--- src/rtl/wb_arbiter.sv ---
// wb_arbiter: arbitrates the register-file write port between ALU/MUL/DIV/LSU with starvation aging.
// Define WB_ARB_RR_EN to replace fixed LSU>DIV>MUL>ALU priority with a rotating round-robin.
module wb_arbiter #(
   parameter int XLEN                = 32,
   parameter int REG_FILE_ADDR_WIDTH = 5,
   parameter int STARVE_LIMIT        = 4
) (
   input  logic                           clk,
   input  logic                           rst,
   input  logic                           alu_valid,
   input  logic                           mul_valid,
   input  logic                           div_valid,
   input  logic                           lsu_valid,
   input  logic [REG_FILE_ADDR_WIDTH-1:0] alu_rd_addr,
   input  logic [REG_FILE_ADDR_WIDTH-1:0] mul_rd_addr,
   input  logic [REG_FILE_ADDR_WIDTH-1:0] div_rd_addr,
   input  logic [REG_FILE_ADDR_WIDTH-1:0] lsu_rd_addr,
   input  logic [XLEN-1:0]                alu_data,
   input  logic [XLEN-1:0]                mul_data,
   input  logic [XLEN-1:0]                div_data,
   input  logic [XLEN-1:0]                lsu_data,
   output logic                           alu_ready,
   output logic                           mul_ready,
   output logic                           div_ready,
   output logic                           lsu_ready,
   output logic [XLEN-1:0]                exu_wb_data,
   output logic [REG_FILE_ADDR_WIDTH-1:0] exu_wb_rd_addr,
   output logic                           exu_wb_rd_wr_en,
   output logic                           wb_stall
);

   localparam int         N     = 4;
   localparam logic [3:0] LIMIT = 4'(STARVE_LIMIT);

   logic [N-1:0]                   req;
   logic [N-1:0]                   starved;
   logic [N-1:0]                   cand;
   logic [N-1:0]                   gnt;
   logic [1:0]                     gnt_idx;
   logic [3:0]                     age [N];
   logic [REG_FILE_ADDR_WIDTH-1:0] addr_a [N];
   logic [XLEN-1:0]                data_a [N];
   logic                           xfer;

   // Source index order doubles as fixed priority: higher index wins.
   assign req       = {lsu_valid, div_valid, mul_valid, alu_valid};
   assign addr_a[0] = alu_rd_addr;
   assign addr_a[1] = mul_rd_addr;
   assign addr_a[2] = div_rd_addr;
   assign addr_a[3] = lsu_rd_addr;
   assign data_a[0] = alu_data;
   assign data_a[1] = mul_data;
   assign data_a[2] = div_data;
   assign data_a[3] = lsu_data;

   always_comb begin
      starved = '0;
      for (int i = 0; i < N; i++)
         starved[i] = req[i] && (age[i] == LIMIT);
      cand = (|starved) ? starved : req;
   end

`ifdef WB_ARB_RR_EN
   logic [1:0] last_grant;
   logic [1:0] rr_idx;

   // Scan from lowest to highest rotated priority so the slot right after last_grant wins.
   always_comb begin
      gnt_idx = '0;
      rr_idx  = '0;
      for (int k = N - 1; k >= 0; k--) begin
         rr_idx = last_grant + 2'(k + 1);
         if (cand[rr_idx])
            gnt_idx = rr_idx;
      end
   end

   always_ff @(posedge clk) begin
      if (rst)
         last_grant <= 2'd0;
      else if (xfer)
         last_grant <= gnt_idx;
   end
`else
   always_comb begin
      gnt_idx = '0;
      for (int i = 0; i < N; i++)
         if (cand[i])
            gnt_idx = 2'(i);
   end
`endif

   assign gnt       = (rst || cand == '0) ? '0 : (4'b0001 << gnt_idx);
   assign xfer      = |gnt;
   assign alu_ready = gnt[0];
   assign mul_ready = gnt[1];
   assign div_ready = gnt[2];
   assign lsu_ready = gnt[3];
   assign wb_stall  = !rst && |(req & ~gnt);

   always_ff @(posedge clk) begin
      for (int i = 0; i < N; i++) begin
         if (rst || !req[i] || gnt[i])
            age[i] <= '0;
         else if (age[i] != LIMIT)
            age[i] <= age[i] + 4'd1;
      end
   end

   // Writeback register stage: one cycle from grant to the IDU1 port; x0 grants never write.
   always_ff @(posedge clk) begin
      if (rst) begin
         exu_wb_rd_wr_en <= 1'b0;
         exu_wb_rd_addr  <= '0;
         exu_wb_data     <= '0;
      end else begin
         exu_wb_rd_wr_en <= xfer && (addr_a[gnt_idx] != '0);
         if (xfer) begin
            exu_wb_rd_addr <= addr_a[gnt_idx];
            exu_wb_data    <= data_a[gnt_idx];
         end
      end
   end

endmodule

--- config.mk ---
export PLATFORM = sky130hd
export DESIGN_NAME = wb_arbiter
export DESIGN_NICKNAME = d
export VERILOG_FILES = /design/src/rtl/wb_arbiter.sv
export SDC_FILE = /design/constraint.sdc
export NUM_CORES = 1
export LEC_CHECK = 0
export CORE_UTILIZATION = 34
export CTS_CLUSTER_DIAMETER = 150
export DETAILED_ROUTE_END_ITERATION = 7
export PLACE_DENSITY = 0.75
export SETUP_SLACK_MARGIN = 0.2
export SLEW_MARGIN = 40
export SYNTH_ARGS = -nofsm -noshare
export SYNTH_HDL_FRONTEND = slang
export SYNTH_SLANG_ARGS = --single-unit
--- constraint.sdc ---
create_clock -name clk -period 2.5 [get_ports clk]
set_clock_uncertainty 0.1 [all_clocks]
set_input_delay 0.625 -clock clk [delete_from_list [all_inputs] [get_ports clk]]
set_output_delay 0.625 -clock clk [all_outputs]
set_load 0.05 [all_outputs]
### Yosys cells after proc, flatten, opt, wreduce, memory -nomap -nowiden

Memories as Yosys holds them, arrays and structs flattened.
Cells that the tools add are included.

| storage, ports and cells | value |
|---|---|
| register bits after elaboration | 38 |
| memory bits (writable) | 16 |
| bits of input ports | 154 |
| output and inout port bits | 43 |
| word-level logic and storage cells | 85 |
| memories | 1 |

| cells by class | value |
|---|---|
| add/subtract/negate cells | 4 |
| magnitude comparators | 1 |
| equal/unequal tests | 8 |
| shift operators | 1 |
| muxes and demuxes | 35 |
| bitwise gates (word level) | 7 |
| reductions and logical operators | 25 |

Memories:

| memory | depth | width | read ports | clocked after Yosys merged registers in | wr ports | line | RTL |
|---|---|---|---|---|---|---|---|
| age | 4 | 4 | 4 | 0 | 4 | 40 | `logic [3:0] age [N];` |

Operators by type and width:

| kind | number |
|---|---|
| binary-select mux 32 bit (select 2 bit) | 1 |
| 2-to-1 mux 32 bit | 2 |
| 2-to-1 mux 4 bit | 6 |
| 2-to-1 mux 1 bit | 21 |
| adder 4 x 1 -> 4 bit (second input constant) | 4 |
| equality test 4 x 3 -> 1 bit (second input constant) | 4 |
| inequality test 4 x 3 -> 1 bit (second input constant) | 4 |
| OR reduction 4 bit | 3 |
| binary-select mux 5 bit (select 2 bit) | 1 |
| 2-to-1 mux 5 bit | 2 |
| logical OR 1 bit | 9 |
| logical AND 1 bit | 6 |
| logical NOT 1 bit | 5 |
| nonzero test 5 bit | 1 |
| bitwise AND 4 bit | 1 |
| logical NOT 4 bit | 1 |
| 2-to-1 mux 2 bit | 2 |
| NOT 4 bit | 1 |
| OR 1 bit | 4 |
| << shifter 1 x 2 -> 4 bit (first input constant) | 1 |
| >= comparator 3 bit (second input constant) | 1 |
| NOT 2 -> 3 bit | 1 |

### Logic depth before layout (Yosys ltp)

Gate-level depths: netlist of the first run.
An unclocked memory read counts as a cell.

| logic depth | value |
|---|---|
| word-level depth | 14 |
| mapped depth | 10 |
| mapped depth without buffers | 8 |

### Least setup slack after synthesis of the first run

OpenSTA, ideal clock, no wires.

| timing | value |
|---|---|
| path kind | flip-flop to output port |
| from | memory age[2][0] |
| to | output wb_stall |
| arrival time | 2.483 ns |
| data required time | 1.775 ns |
| slack | -0.708 ns |
| cell stages (with the launch flop) | 10 |
| buffers on the path | 1 |
| cell sequence | edfxtp_1 > inv_1 > ha_1 > and4b_2 > o32ai_1 > and2_1 > buf_2 > a21o_1 > o21ai_0 > a21oi_1 |

RTL lines:

| what | line | RTL |
|---|---|---|
| start, declared | 40 |  |
| end, declared | 29 | `output logic wb_stall` |

==> results of run 1 <==
==> flip-flops by register name, summed over array words and instances, names as in the netlist <==
register         cells
exu_wb_data         32
age                 16
exu_wb_rd_addr       5
exu_wb_rd_wr_en      1
==> through the flow <==
step / std cells / utilization, % / setup slack (ns) / power [W] / hold slack, ns
3_3_place_gp: 676 / 64.0 / -0.706 / 0.00194 / 0.384
5_1_grt: 727 / 74.8 / -0.763 / 0.00277 / 0.431
4_1_cts: 716 / 72.8 / -0.560 / 0.00263 / 0.408
2_1_floorplan: 348 / - / -0.243 / 0.00146 / 0.483
3_5_place_dp: 676 / 64.0 / -0.719 / 0.00195 / 0.393
6_report: 727 / 74.8 / -0.700 / 0.00266 / 0.405
==> logic make-up (layout without fill, tap and decap cells) <==
logic type                 Yosys count  in the layout  synth area share, %
DFF                                 54             54                 39.3
and+or+nand+nor                    100            100                 15.3
buffers and inverters               47            318                 7.06
xor gates and xnor gates             8              8                 2.22
other                                1              4                0.119
AOI/OAI and AO/OA                  127            127                 32.8
adders and majority gates            8              8                 3.17
==> placed cells by master (no fill, tap or decap), types with 2 or more instances in the layout <==
cell type,instances
a22oi_2,2
o21ai_1,10
buf_4,62
a222oi_1,36
o21a_1,2
edfxtp_1,16
bufbuf_16,2
and2_2,2
conb_1,4
ha_1,5
clkdlybuf4s50_1,186
dfxtp_1,38
nand4b_1,3
o21ai_2,24
ha_2,3
nor3_1,2
xnor2_1,4
a311oi_2,6
buf_8,3
clkbuf_8,5
nand2_1,4
o21ai_4,2
buf_16,6
and4b_2,4
buf_6,19
nor2_1,58
nand3_1,5
dlygate4sd2_1,4
and3b_1,2
xor2_1,4
and2_1,2
a32oi_1,2
inv_1,14
buf_12,13
nor2_4,3
nor2_2,5
a21oi_4,2
a311oi_1,27
o221ai_2,2
==> worst paths after layout <==
| path | from | endpoint | cells past startpoint |
|---|---|---|---|
| min reg2reg | exu_wb_data[26] | exu_wb_data[26] | 2 |
| max | age[1][1] | wb_stall | 10 |
| max reg2reg | age[1][1] | exu_wb_data[11] | 14 |
| min | exu_wb_data[26] | exu_wb_data[26] | 2 |
==> layout make-up <==
| type | instances | area [um2] | share of cell area, % |
|---|---|---|---|
| clock buffers | 5 | 68.8 | 1.04 |
| multi-input cells | 247 | 1980 | 29.9 |
| inverters | 14 | 52.6 | 0.794 |
| clock inverters | 3 | 23.8 | 0.359 |
| flip-flops and latches | 54 | 1240 | 18.8 |
| well taps | 108 | 135 | 2.04 |
| repair buffers | 296 | 3120 | 47.1 |
==> worst max-delay path: cells and delay by family, from the launching register on <==
family                   cells  cell delay [ns]
AND/OR/NAND/NOR              2             0.45
buffers and inverters        4             0.58
adder cells (fa/ha/maj)      1             0.19
flip-flops                   1             0.41
AO/OA/AOI/OAI                3             0.53
==> metal layers <==
layer	global-route usage, %	wire length [um]	vias up
li1	-	-	1927
met1	34.6	5420	2037
met2	54.0	7720	218
met3	5.01	1210	28
met4	8.27	316	0
met5	0	0	-
==> timing repair <==
item                                    CTS  global route
gates resized for setup                  80            27
endpoints found under the setup margin   63            59
hold buffers                              0             0
cloned                                    8             0
setup buffers                            24            11
hold endpoints to repair                  0             0
pin swaps                                48            34
==> where the power goes <==
group          internal [W]  switching, W
sequential         0.000960     0.0000324
clock              0.000204      0.000323
combinational      0.000590      0.000555
==> impl_metrics.env, run 1 <==
export IMPL_fin_ws_ns=-0.700
export IMPL_synth_cell_type_count=46
export IMPL_min_path_type="register to register"
export IMPL_grt_ovfl_total=0
export IMPL_vias_per_cell=5.79
export IMPL_rrSetupSlack_ns=-0.36
export IMPL_grt_max_degree=29
export IMPL_coreArea_um2=8850
export IMPL_grtUsageTotal_pct=29.2
export IMPL_drc=19
export IMPL_drtPass1Iterations=8
export IMPL_wire_per_inst_um=20.2
export IMPL_yosys_area_top_type="dfxtp_1"
export IMPL_drive_gt1_share_pct=28.9
export IMPL_drv_slew=0
export IMPL_path_cells="inv_1 > ha_2 > and4b_2 > buf_6 > a41o_1 > nand2_1 > a222oi_1 > buf_4 > a21oi_4 > buf_12"
export IMPL_finalSetupTns_ns=-13.31
export IMPL_worst_slew_pin_transition_ns=0.540
export IMPL_antenna_found_initial=0
export IMPL_critical_path_class="register to primary output"
export IMPL_synth_area_leaders="dfxtp_1, edfxtp_1, a222oi_1"
export IMPL_antenna_left=0
export IMPL_max_slew_margin_pct=63.9
export IMPL_totalWireLength_um=14700
export IMPL_synthCells=345
export IMPL_clockRootBuffer="clkbuf_8"
export IMPL_die_h_um=98.3
export IMPL_placed_area_um2=5670
export IMPL_hold_violations=0
export IMPL_violations="design-rule violations, negative setup slack"
export IMPL_synth_top_area_share_pct=24.1
export IMPL_ir_drop_mv=0.287
export IMPL_synth_avg_cell_area_um2=9.14
export IMPL_start_util_pct=35.6
export IMPL_drt_iter0_markers=325
export IMPL_cp_arrival_ns=2.47
export IMPL_clk_insertion_delay_late_ns=0.32
export IMPL_synth_area_um2=3150
export IMPL_outcome="finished, violations left"
export IMPL_setup_viol=51
export IMPL_power_leakage_nw=2.58
export IMPL_cts_buffers_inserted=5
export IMPL_fmaxAchievable_ghz=0.313
export IMPL_rsz0062_at_grt="true"
export IMPL_cts_tree="done"
export IMPL_yosys_warnings=0
export IMPL_cts_clk_slew_worst_paths_ns=0.10
export IMPL_port_buffers=196
export IMPL_ys_flop_type="dfxtp_1"
export IMPL_vias=4210
export IMPL_die_area_um2=9670
export IMPL_design_area_um2=6620
export IMPL_antenna_diode_count=0
export IMPL_grt_pass1_wl_um=22100
export IMPL_ios=197
export IMPL_start_kind="register"
export IMPL_worst_path_max_fanout=6
export IMPL_ys_seq_elements=54
export IMPL_gp_congestion=0.840
export IMPL_dp_hpwl_um=9500
export IMPL_synthToLayoutAreaGrowth_pct=110
export IMPL_die_w_um=98.3
export IMPL_synthArstFlopShare_pct=0
export IMPL_period_share_pct=128
export IMPL_synth_edf_count=16
export IMPL_critPathRequiredTime_ns=1.77
export IMPL_cp_slowest_stage_delay_ns=0.41
export IMPL_num_rows=34
export IMPL_ys_seq_area_share_pct=39.3
export IMPL_fin_crit_ns=3.20
export IMPL_cts_buffer_depth=2
export IMPL_maxCapViolCount=0
export IMPL_cts_sinks=54
export IMPL_crit_path_end_kind="primary output"
export IMPL_fillers=633
export IMPL_post_synth_top_count_cell="nor2_1"
export IMPL_p_per_area_nw_per_um2=403
export IMPL_crit_slowest_cell="edfxtp_1"
export IMPL_fin_nets=780
export IMPL_cts_htree_levels=2
export IMPL_grt_pass1_vias=4216
export IMPL_netlist_top_cells_count="nor2_1, dfxtp_1, a222oi_1"
Note: power is estimated with default switching activity, not from simulation.
==> inputs of run 2 (changes only) <==
Settings changed: TNS_END_PERCENT from default to 100.
==> results of run 2 <==
Same layout as run 1: the final DEF is identical, and so are final timing and power.
==> inputs of run 3 (changes only) <==
Settings changed: CORE_ASPECT_RATIO from default to 0.8, RECOVER_POWER from default to 25.
==> run 3 against run 2 <==
  * Count of clock-buffer cells in the layout stayed put
  * Combinational power is 9.6% higher
  * Total power is 11% higher
  * Largest power group unchanged
  * Fmax is 4.3% higher
  * Via count is 1.5% higher
  * Critical endpoint unchanged
  * The flow finishes with violations (negative setup slack)
  * Worst setup slack better by 0.13 ns
  * Hold slack worse by 0.0093 ns
  * Clock power is 34% higher
  * Final area is 6.7% higher
==> impl_metrics.env, run 3 (synthesized netlist as in run 1, its figures left out) <==
export IMPL_fin_crit_ns=3.07
export IMPL_setup_viol=48
export IMPL_drtPass1Iterations=7
export IMPL_num_rows=31
export IMPL_start_kind="register"
export IMPL_ir_drop_mv=0.364
export IMPL_antenna_found_initial=0
export IMPL_pwr_share_comb_pct=42.3
export IMPL_cts_htree_levels=2
export IMPL_met2_length_um=7540
export IMPL_grtUsageTotal_pct=29.9
export IMPL_final_common_cell="clkdlybuf4s50_1"
export IMPL_period_share_pct=123
export IMPL_met3WireLength_um=1410
export IMPL_critPathLaunch="age[0][1]"
export IMPL_die_h_um=88.2
export IMPL_critical_path_class="register to primary output"
export IMPL_power_leakage_nw=2.71
export IMPL_antenna_diode_count=0
export IMPL_fin_ws_ns=-0.567
export IMPL_vias=4272
export IMPL_fillers=546
export IMPL_ios=197
export IMPL_min_path_type="register to register"
export IMPL_clk_insertion_delay_late_ns=0.29
export IMPL_cts_clk_slew_worst_paths_ns=0.07
export IMPL_cp_slowest_stage_delay_ns=0.40
export IMPL_worstReg2RegStart="age[0][1]"
export IMPL_crit_path_end_kind="primary output"
export IMPL_grt_pass1_wl_um=21600
export IMPL_maxCapViolCount=0
export IMPL_hold_violations=0
export IMPL_path_cells="inv_2 > ha_4 > and4b_2 > o32ai_4 > nand2_2 > a222oi_1 > buf_4 > a21oi_4 > buf_12"
export IMPL_top_layer_used="met4"
export IMPL_finalSetupTns_ns=-7.19
export IMPL_dp_hpwl_um=9010
export IMPL_p_int_w=0.00199
export IMPL_outcome="finished, violations left"
export IMPL_drive_gt1_share_pct=33.2
export IMPL_crit_end="wb_stall"
export IMPL_crit_slowest_cell="a222oi_1"
export IMPL_reg2reg_depth=13
export IMPL_fin_nets=779
export IMPL_rrSetupSlack_ns=-0.26
export IMPL_seqPwrFrac_pct=33.8
export IMPL_totalWireLength_um=15300
export IMPL_rsz0062_at_grt="true"
export IMPL_critPathRequiredTime_ns=1.77
export IMPL_max_slew_margin_pct=59.0
export IMPL_drt_iter0_markers=378
export IMPL_drc=0
export IMPL_wire_per_inst_um=20.8
export IMPL_holdBufCountCts=0
export IMPL_path_buf_inv=3
export IMPL_grt_pass1_vias=4189
export IMPL_switching_share_pct=33.0
export IMPL_cts_buffers_inserted=5
export IMPL_cts_sinks=54
export IMPL_die_area_um2=9670
export IMPL_pwr_share_clk_pct=23.9
export IMPL_reg_top3="exu_wb_data: 32 flops, age: 16 flops, exu_wb_rd_addr: 5 flops"
export IMPL_clockRootBuffer="clkbuf_16"
export IMPL_die_w_um=110
export IMPL_antenna_left=0
export IMPL_worst_slew_pin_transition_ns=0.612
export IMPL_holdWs_ns=0.396
export IMPL_drv_slew=0
export IMPL_met1Wirelength_um=5800
export IMPL_synthToLayoutAreaGrowth_pct=124
export IMPL_cts_tree="done"
export IMPL_power_switching_w=0.000980
export IMPL_start_util_pct=34.9
export IMPL_top_register="exu_wb_data"
export IMPL_grt_max_degree=26
export IMPL_path_depth=9
export IMPL_coreArea_um2=9040
export IMPL_reg2reg_to="exu_wb_data[6]"
export IMPL_p_per_area_nw_per_um2=420
export IMPL_cts_buffer_depth=2
export IMPL_violations="negative setup slack"
export IMPL_cp_arrival_ns=2.34
export IMPL_path_delay_family="compound AO/OA/AOI/OAI gates"
export IMPL_gp_congestion=0.893
export IMPL_port_buffers=196
export IMPL_fmaxAchievable_ghz=0.326
export IMPL_worst_path_max_fanout=3
export IMPL_largest_reg_flops=32
export IMPL_grt_ovfl_total=0
export IMPL_vias_per_cell=5.83
export IMPL_mostFrequentLayoutCells="clkdlybuf4s50_1, buf_4, nor2_1"
==> run 3: changes by cell type in the layout (fill, tap and decap cells not counted), sizes merged <==
cell	previous run	this run
clkbuf	5	7
clkinvlp	0	1
dlygate4sd3	0	9
buf	104	103
clkinv	1	0
bufbuf	2	1
clkdlybuf4s50	186	176
==> run 3: area by class of cell <==
cell class	count	area (um2)	share of cell area (%)
Multi-Input combinational cell	247	2200	31.2
Timing Repair Buffer	295	3280	46.4
Sequential cell	54	1240	17.6
Tap cell	115	144	2.04
Clock inverter	3	22.5	0.319
Inverter	14	52.6	0.744
Clock buffer	5	125	1.77
==> run 3: what timing repair did <==
item | in CTS | in global routing
setup endpoints to repair | 63 | 64
pin swaps | 55 | 32
gates resized for setup | 121 | 42
setup buffers | 24 | 9
cloned | 14 | 0
==> run 3: stage by stage <==
step | std cells | setup slack (ns) | power, W | util (%) | cell area [um2]
2_1_floorplan | 348 | -0.243 | 0.00146 | - | 3230
6_report | 733 | -0.567 | 0.00297 | 78.2 | 7070
5_1_grt | 733 | -0.621 | 0.00308 | 78.2 | 7070
4_1_cts | 724 | -0.507 | 0.00290 | 75.6 | 6830
3_5_place_dp | 678 | -0.788 | 0.00195 | 62.7 | 5660
3_3_place_gp | 678 | -0.692 | 0.00193 | 62.7 | 5660
==> run 3: worst min-delay path by stage <==
stage / start / to / slack [ns] / cells past startpoint
floorplan: age[3][0] / age[3][0] / 0.48 / 1
global placement: exu_wb_data[6] / exu_wb_data[6] / 0.38 / 2
detailed placement: exu_wb_data[10] / exu_wb_data[10] / 0.39 / 2
CTS: exu_wb_data[12] / exu_wb_data[12] / 0.39 / 2
global route: exu_wb_rd_addr[4] / exu_wb_rd_addr[4] / 0.42 / 2
finish: exu_wb_rd_addr[4] / exu_wb_rd_addr[4] / 0.40 / 2
==> run 3: worst min-delay path, delay by kind of cell (launching register included) <==
| family | cells | cell delay [ns] |
|---|---|---|
| flops | 1 | 0.31 |
| simple gates | 2 | 0.14 |
==> run 3: per-layer routing <==
| layer | vias up | GRT usage (%) |
|---|---|---|
| li1 | 1938 | - |
| met1 | 2041 | 34.8 |
| met2 | 247 | 51.3 |
| met3 | 46 | 8.33 |
| met4 | 0 | 13.9 |
| met5 | - | 0 |
==> run 3: power by group through the flow <==
stage | Clock (W) | Sequential [W] | Combinational, W
after floorplan | 0 | 0.00120 | 0.000264
after global placement | 0 | 0.00101 | 0.000924
after detailed placement | 0 | 0.00101 | 0.000936
after CTS | 0.000710 | 0.00100 | 0.00119
after global routing | 0.000763 | 0.00101 | 0.00131
final | 0.000708 | 0.00100 | 0.00125
